**config.mk**
```make
export PLATFORM = sky130hd
export DESIGN_NAME = sklansky_sub32_pipe
export DESIGN_NICKNAME = d
export VERILOG_FILES = /design/src/rtl/sklansky_sub32_pipe.sv
export SDC_FILE = /design/constraint.sdc
export NUM_CORES = 1
export LEC_CHECK = 0
export CELL_PAD_IN_SITES_DETAIL_PLACEMENT = 1
export CELL_PAD_IN_SITES_GLOBAL_PLACEMENT = 1
export CORE_MARGIN = 2
export CORE_UTILIZATION = 24
export DETAILED_ROUTE_END_ITERATION = 10
export HOLD_SLACK_MARGIN = 0.08
export PLACE_DENSITY = 0.63
export REMOVE_ABC_BUFFERS = 1
export SLEW_MARGIN = 20
export SYNTH_ARGS = -nofsm -noshare
export SYNTH_HDL_FRONTEND = slang
export SYNTH_SLANG_ARGS = --single-unit
```
**constraint.sdc**
```tcl
create_clock -name clk_i -period 4.5 [get_ports clk_i]
set_input_delay 0.675 -clock clk_i [delete_from_list [all_inputs] [get_ports clk_i]]
set_output_delay 0.675 -clock clk_i [all_outputs]
set_load 0.1 [all_outputs]
```
**src/rtl/sklansky_sub32_pipe.sv**
```systemverilog
// Two-stage pipelined 32-bit subtractor (diff = a - b - bin) built on Sklansky prefix carry trees.
// Stage 1 resolves the low half and its carry; stage 2 resolves the high half and the flags.
module sklansky_sub32_pipe #(
  parameter int unsigned Width = 32,
  parameter int unsigned Half  = 16
) (
  input  logic             clk_i,
  input  logic             rst_i,
  input  logic             in_valid_i,
  output logic             in_ready_o,
  input  logic [Width-1:0] a_i,
  input  logic [Width-1:0] b_i,
  input  logic             bin_i,
  output logic             out_valid_o,
  input  logic             out_ready_i,
  output logic [Width-1:0] diff_o,
  output logic             bout_o,
  output logic             ovf_o,
  output logic             zero_o
);

  localparam int unsigned Levels = $clog2(Half);

  // Sklansky prefix over one half; returns carries c[0..Half] with c[0] = cin.
  function automatic logic [Half:0] sk_carries(input logic [Half-1:0] p,
                                               input logic [Half-1:0] g,
                                               input logic            cin);
    logic [Half-1:0] gg;
    logic [Half-1:0] pp;
    logic [Half:0]   c;
    int unsigned     j;
    gg = g;
    pp = p;
    j  = 0;
    // At level l node j always has bit l clear, so in-place update reads last-level values.
    for (int unsigned l = 0; l < Levels; l++) begin
      for (int unsigned i = 0; i < Half; i++) begin
        if (((i >> l) % 2) == 1) begin
          j     = ((i >> l) << l) - 1;
          gg[i] = gg[i] | (pp[i] & gg[j]);
          pp[i] = pp[i] & pp[j];
        end
      end
    end
    c[0] = cin;
    for (int unsigned i = 0; i < Half; i++) begin
      c[i+1] = gg[i] | (pp[i] & cin);
    end
    return c;
  endfunction

  // Handshake state
  logic s1_valid_q, s1_valid_d;
  logic out_valid_q, out_valid_d;
  logic s2_ready;
  logic s1_load;
  logic s2_load;

  // Stage-1 registers
  logic [Half-1:0]       s1_diff_lo_q, s1_diff_lo_d;
  logic                  s1_c16_q, s1_c16_d;
  logic [Width-Half-1:0] s1_a_hi_q, s1_a_hi_d;
  logic [Width-Half-1:0] s1_nb_hi_q, s1_nb_hi_d;
  logic                  s1_sx_q, s1_sx_d;

  // Stage-2 (output) registers
  logic [Width-1:0] diff_q, diff_d;
  logic             bout_q, bout_d;
  logic             ovf_q, ovf_d;
  logic             zero_q, zero_d;

  assign s2_ready   = !out_valid_q || out_ready_i;
  assign in_ready_o = !s1_valid_q || s2_ready;
  assign s1_load    = in_ready_o && in_valid_i;
  assign s2_load    = s1_valid_q && s2_ready;

  always_comb begin
    s1_valid_d  = s1_valid_q;
    out_valid_d = out_valid_q;
    if (in_ready_o) begin
      s1_valid_d = in_valid_i;
    end
    if (s2_ready) begin
      out_valid_d = s1_valid_q;
    end
  end

  // Stage 1: low-half prefix over (a, ~b) with carry-in ~bin.
  logic [Width-1:0] nb;
  logic [Half-1:0]  p_lo;
  logic [Half-1:0]  g_lo;
  logic [Half:0]    c_lo;

  always_comb begin
    nb           = ~b_i;
    p_lo         = a_i[Half-1:0] ^ nb[Half-1:0];
    g_lo         = a_i[Half-1:0] & nb[Half-1:0];
    c_lo         = sk_carries(p_lo, g_lo, ~bin_i);
    s1_diff_lo_d = p_lo ^ c_lo[Half-1:0];
    s1_c16_d     = c_lo[Half];
    s1_a_hi_d    = a_i[Width-1:Half];
    s1_nb_hi_d   = nb[Width-1:Half];
    s1_sx_d      = a_i[Width-1] ^ b_i[Width-1];
  end

  // Stage 2: high-half prefix seeded with the registered c16.
  logic [Width-Half-1:0] p_hi;
  logic [Width-Half-1:0] g_hi;
  logic [Half:0]         c_hi;
  logic [Width-Half-1:0] diff_hi;

  always_comb begin
    p_hi    = s1_a_hi_q ^ s1_nb_hi_q;
    g_hi    = s1_a_hi_q & s1_nb_hi_q;
    c_hi    = sk_carries(p_hi, g_hi, s1_c16_q);
    diff_hi = p_hi ^ c_hi[Half-1:0];
    diff_d  = {diff_hi, s1_diff_lo_q};
    bout_d  = ~c_hi[Half];
    ovf_d   = s1_sx_q && (diff_hi[Width-Half-1] != s1_a_hi_q[Width-Half-1]);
    zero_d  = ~|diff_d;
  end

  always_ff @(posedge clk_i or posedge rst_i) begin
    if (rst_i) begin
      s1_valid_q  <= 1'b0;
      out_valid_q <= 1'b0;
    end else begin
      s1_valid_q  <= s1_valid_d;
      out_valid_q <= out_valid_d;
    end
  end

  // Data registers only move on a real transfer so idle beats never inject X.
  always_ff @(posedge clk_i or posedge rst_i) begin
    if (rst_i) begin
      s1_diff_lo_q <= '0;
      s1_c16_q     <= 1'b0;
      s1_a_hi_q    <= '0;
      s1_nb_hi_q   <= '0;
      s1_sx_q      <= 1'b0;
    end else if (s1_load) begin
      s1_diff_lo_q <= s1_diff_lo_d;
      s1_c16_q     <= s1_c16_d;
      s1_a_hi_q    <= s1_a_hi_d;
      s1_nb_hi_q   <= s1_nb_hi_d;
      s1_sx_q      <= s1_sx_d;
    end
  end

  always_ff @(posedge clk_i or posedge rst_i) begin
    if (rst_i) begin
      diff_q <= '0;
      bout_q <= 1'b0;
      ovf_q  <= 1'b0;
      zero_q <= 1'b0;
    end else if (s2_load) begin
      diff_q <= diff_d;
      bout_q <= bout_d;
      ovf_q  <= ovf_d;
      zero_q <= zero_d;
    end
  end

  assign out_valid_o = out_valid_q;
  assign diff_o      = diff_q;
  assign bout_o      = bout_q;
  assign ovf_o       = ovf_q;
  assign zero_o      = zero_q;

  stall_hold_a : assert property (@(posedge clk_i) disable iff (rst_i)
    (out_valid_q && !out_ready_i) |=> (out_valid_q && $stable(diff_q) && $stable(bout_q)));

endmodule

```
=== Yosys cells after proc, flatten, opt, wreduce, memory -nomap -nowiden ===
Index checks and enable logic that the tools add are counted.
W data, S select, Z words.

* Bits in registers: 87
* Output and inout port bits: 37
* Word-level logic and storage cells: 287

* Equal/unequal tests: 1
* Bitwise operators: 266
* Reduce and logical (&&, ||, !) cells: 9

{| class="wikitable"
|+ Operator list
! operator !! count
|-
| $and A1 B1 Y1 || 160
|-
| $or A1 B1 Y1 || 96
|-
| $xor A16 B16 Y16 || 4
|-
| $and A16 B16 Y16 || 2
|-
| $not A32 Y32 || 1
|-
| $reduce_or A32 Y1 || 1
|-
| $logic_and A1 B1 Y1 || 3
|-
| $logic_not A1 Y1 || 3
|-
| $logic_or A1 B1 Y1 || 2
|-
| $not A1 Y1 || 2
|-
| $ne A1 B1 Y1 || 1
|-
| $xor A1 B1 Y1 || 1
|}

=== Longest topological paths before layout ===
* Depth in word-level cells: 13
* Depth in mapped cells: 10

=== Least setup slack after synthesis ===
No wires, ideal clock.

* Kind: register -> register
* From: reg out_valid_q, in the netlist out_valid_o
* To: reg s1_a_hi_q[14]
* Library setup time: 0.065 ns
* Arrival: 3.195 ns
* Setup slack: 1.239 ns
* Cell stages (with the launch flop): 7
* Clock period less this slack: 3.261 ns
* Cells stage by stage: dfrtp_1 nand3b_1 nand2_1 clkbuf_1 buf_1 nand2_1 nand2_1

* Longest elaborated chain between the ends: 4

{| class="wikitable"
|+ RTL lines
! what !! RTL line !! text
|-
| from (decl) || 54 || <nowiki>logic out_valid_q, out_valid_d;</nowiki>
|-
| from (signal assigned) || 129 || <nowiki>out_valid_q <= out_valid_d;</nowiki>
|-
| $logic_not A1 Y1 || 72 || <nowiki>assign s2_ready = !out_valid_q || out_ready_i;</nowiki>
|-
| $logic_or A1 B1 Y1 || 72 ||
|-
| $logic_or A1 B1 Y1 || 73 || <nowiki>assign in_ready_o = !s1_valid_q || s2_ready;</nowiki>
|-
| net in_ready_o || 10 || <nowiki>output logic in_ready_o,</nowiki>
|-
| $logic_and A1 B1 Y1 || 74 || <nowiki>assign s1_load = in_ready_o && in_valid_i;</nowiki>
|-
| to (signal assigned) || 144 || <nowiki>s1_a_hi_q <= s1_a_hi_d;</nowiki>
|-
| to (decl) || 62 || <nowiki>logic [Width-Half-1:0] s1_a_hi_q, s1_a_hi_d;</nowiki>
|}

The timed path passes the listed nets, and every way through them passes these cells.
A chain may end at the register's enable or synchronous reset.

=== Worst setup path after layout ===
* From: in out_ready_i
* To: out in_ready_o

* Longest elaborated chain between the ends: 2

{| class="wikitable"
|+ RTL lines
! what !! RTL line !! text
|-
| from (decl) || 15 || <nowiki>input logic out_ready_i,</nowiki>
|-
| $logic_or A1 B1 Y1 || 72 ||
|-
| $logic_or A1 B1 Y1 || 73 ||
|-
| to (decl) || 10 ||
|}

No other way between the ends.

==> metrics.cfg <==
[sta]
tns_ns=0
worst_slew_pin_slew_ns=1.024
finalSetupViolCount=0
fin_crit_ns=3.167
fin_worst_skew_ns=0.008753
rsz0062_at_grt=false
worst_slack_ns=1.333
timing.fmax_mhz=315.8
hold_viol_final=0
period_share_pct=70.37
slew_violations=0
maxSlewHeadroom_pct=31.49

[floorplanning]
die_h_um=144.8
rows=51
ios=106
core_mm2=0.01946
dieArea_mm2=0.02097
chipWidth_um=144.8
start_util_pct=24.45

[synth]
syn_avg_cell_area_um2=9.671
synthFlopType=dfrtp_1
synth-async-reset-ratio_pct=100.0
seq_area_frac_synth_pct=45.75
syn_area_mm2=0.004758
ys_warn_count=0
synth_seq_cells=87
ys_types=62
synth-edff-count=0
postSynthCellCount=492

[setup_path]
cp.required_ns=3.83
crit_top_cell=clkdlybuf4s50_1
critPathCaptureType=output port
cp_slowest_stage_delay_ns=1.16
cp_slowest_cell=clkdlybuf4s50_1
crit_chain=clkdlybuf4s50_1 -> nand3b_1 -> clkdlybuf4s50_1
worstSetupStartpointType=primary input
rr_startpoint=s1_c16_q$_DFFE_PP0P_
r2r_setup_slack_ns=1.49
cp.arrival_ns=2.49
cp_num_buf_inv=2
reg2reg_depth=9
r2r_end=zero_o$_DFFE_PP0P_
crit_path_max_fanout=4
critPathTopFamily=buffers and inverters
crit_type=in -> out

[global_route]
antenna_found_initial=0
grtUsageTotal_pct=12.65
met1_usage_pct=14.16
grt_max_degree=53
grt_use_met3_pct=2.632
grt_pass1_wl_mm=20.72
grt_pass1_vias=4231
use_met2_pct=23.29
busiest_layer=met2
overflow=0

[power]
vdd_drop_max_mv=0.1907
leakage_nw=2.866
p_per_area_mw_per_mm2=569.5

[clock_network]
cts_tree=built
cts-resized-gates=0
path_clk_slew_ns=0.06
insertion_delay_ns=0.35
cts.sinks=87
cts-root-buf=clkbuf_16
ctsHoldBuffers=0
h-tree-depth=3
max-clock-path-buffers=2
postCtsSetupRepairBufs=0
cts_buffers=9

[final_layout]
fin_cells=865
syn2layout_area_growth_pct=34.21
fin_nets=698
most-common-layout-cells=clkdlybuf4s50_1, nand2_1, dfrtp_1
multi_input_area_mm2=0.002390
nFillCells=2218
drive_gt1_share_pct=8.833
seqCellArea_mm2=0.002177
diodes=0
final_common_cell=clkdlybuf4s50_1

[min_path]
worstHoldPathType=reg -> reg
min_to=diff_o[20]$_DFFE_PP0P_
holdPathStages=2
worstHoldStart=diff_o[20]$_DFFE_PP0P_

[placement]
dp.final_hpwl_mm=9.627
placed_cells=849
io_buffers=105
gp_congestion=0.7517
place_ws_ns=1.020

[routing]
drt_pass1_iterations=4
ant_nets=0
drt_wl_total_mm=12.34
wl_per_cell_um=14.26
vias=3804
viasPerCell=4.398
drcViolationCount=0
dr.first_iter.drc_count=118

[outcome]
status=completed

[job]
maxCapViolCount=0

how the worst max path moves through the flow:
stage / start / endpoint / cells past startpoint
3_5_place_dp: b_i[0] / s1_c16_q$_DFFE_PP0P_ / 11
6_report: out_ready_i / in_ready_o / 3
5_1_grt: s1_c16_q$_DFFE_PP0P_ / zero_o$_DFFE_PP0P_ / 9
4_1_cts: out_ready_i / in_ready_o / 3
2_1_floorplan: out_valid_o$_DFFE_PP0P_ / s1_c16_q$_DFFE_PP0P_ / 4
3_3_place_gp: b_i[0] / s1_c16_q$_DFFE_PP0P_ / 11
per-stage QoR:
stage	total power, W	hold slack, ns	instance area, um2	util [%]
4_1_cts	0.003695	0.4845	6386	32.81
3_5_place_dp	0.002969	0.4696	6108	31.39
6_report	0.003637	0.4749	6386	32.81
5_1_grt	0.003850	0.5069	6386	32.81
3_3_place_gp	0.002934	0.4691	6108	31.39
2_1_floorplan	0.002470	0.4523	4682	-
registers in the layout, summed over array words and instances (netlist names):
register,count
s1_c16_q,1
out_valid_o,1
s1_diff_lo_q,16
s1_a_hi_q,16
ovf_o,1
s1_valid_q,1
s1_nb_hi_q,16
zero_o,1
diff_o,32
bout_o,1
s1_sx_q,1
where the power goes:
| part | switching [W] | internal, W |
|---|---|---|
| clock network | 0.000302 | 0.000403 |
| registers | 0.000120 | 0.000975 |
| logic | 0.00131 | 0.000529 |
| total | 0.00173 | 0.00191 |
worst register-to-register path, stage by stage (launching register included):
cell and delay (ns):
dfrtp_1 0.43, inv_1 0.09, fa_1 0.56, nor4b_1 0.24, nand4_1 0.15, nor4_1 0.38, and3_1 0.23, o211ai_1 0.11
or4b_1 0.54, o31ai_2 0.18
cells in the mapped netlist (all sizes together), types with 4 or more instances:
master / n / share of area (%)
o21a: 4 / 0.63
nand2b: 6 / 0.79
xnor2: 16 / 2.9
o211ai: 4 / 0.74
inv: 32 / 2.5
o21ai: 50 / 5.3
nor2: 17 / 1.4
mux2: 20 / 4.7
and2: 6 / 0.79
nand2: 106 / 8.4
clkbuf: 15 / 1.2
a21o: 6 / 0.95
dfrtp: 87 / 46
ha: 32 / 8.4
nand4: 4 / 0.53
nand3: 4 / 0.53
xor2: 14 / 2.6
a21oi: 16 / 1.9
cells by family after synthesis:
group,after synthesis,synth area share [%]
flip-flops,87,45.75
buffers and inverters,50,4.128
AND/OR/NAND/NOR,164,15.67
XOR/XNOR,30,5.522
AO/OA/AOI/OAI,104,14.30
multiplexers,23,5.364
adder cells (fa/ha/maj),34,9.256
routing by layer:
layer / share of wire, % / up-vias
li1: - / 1880
met1: 42 / 1831
met2: 51 / 79
met3: 4.6 / 14
met4: 2.2 / 0
met5: 0 / -
area by class of cell:
class / instances / share of cell area [%]
flip-flops and latches: 87 / 34.09
inverters: 32 / 1.900
clock inverters: 3 / 0.2743
multi-input cells: 355 / 37.42
repair buffers: 110 / 17.05
clock buffers: 13 / 4.075
well taps: 265 / 5.192
Power figures use the tool's default switching activity.
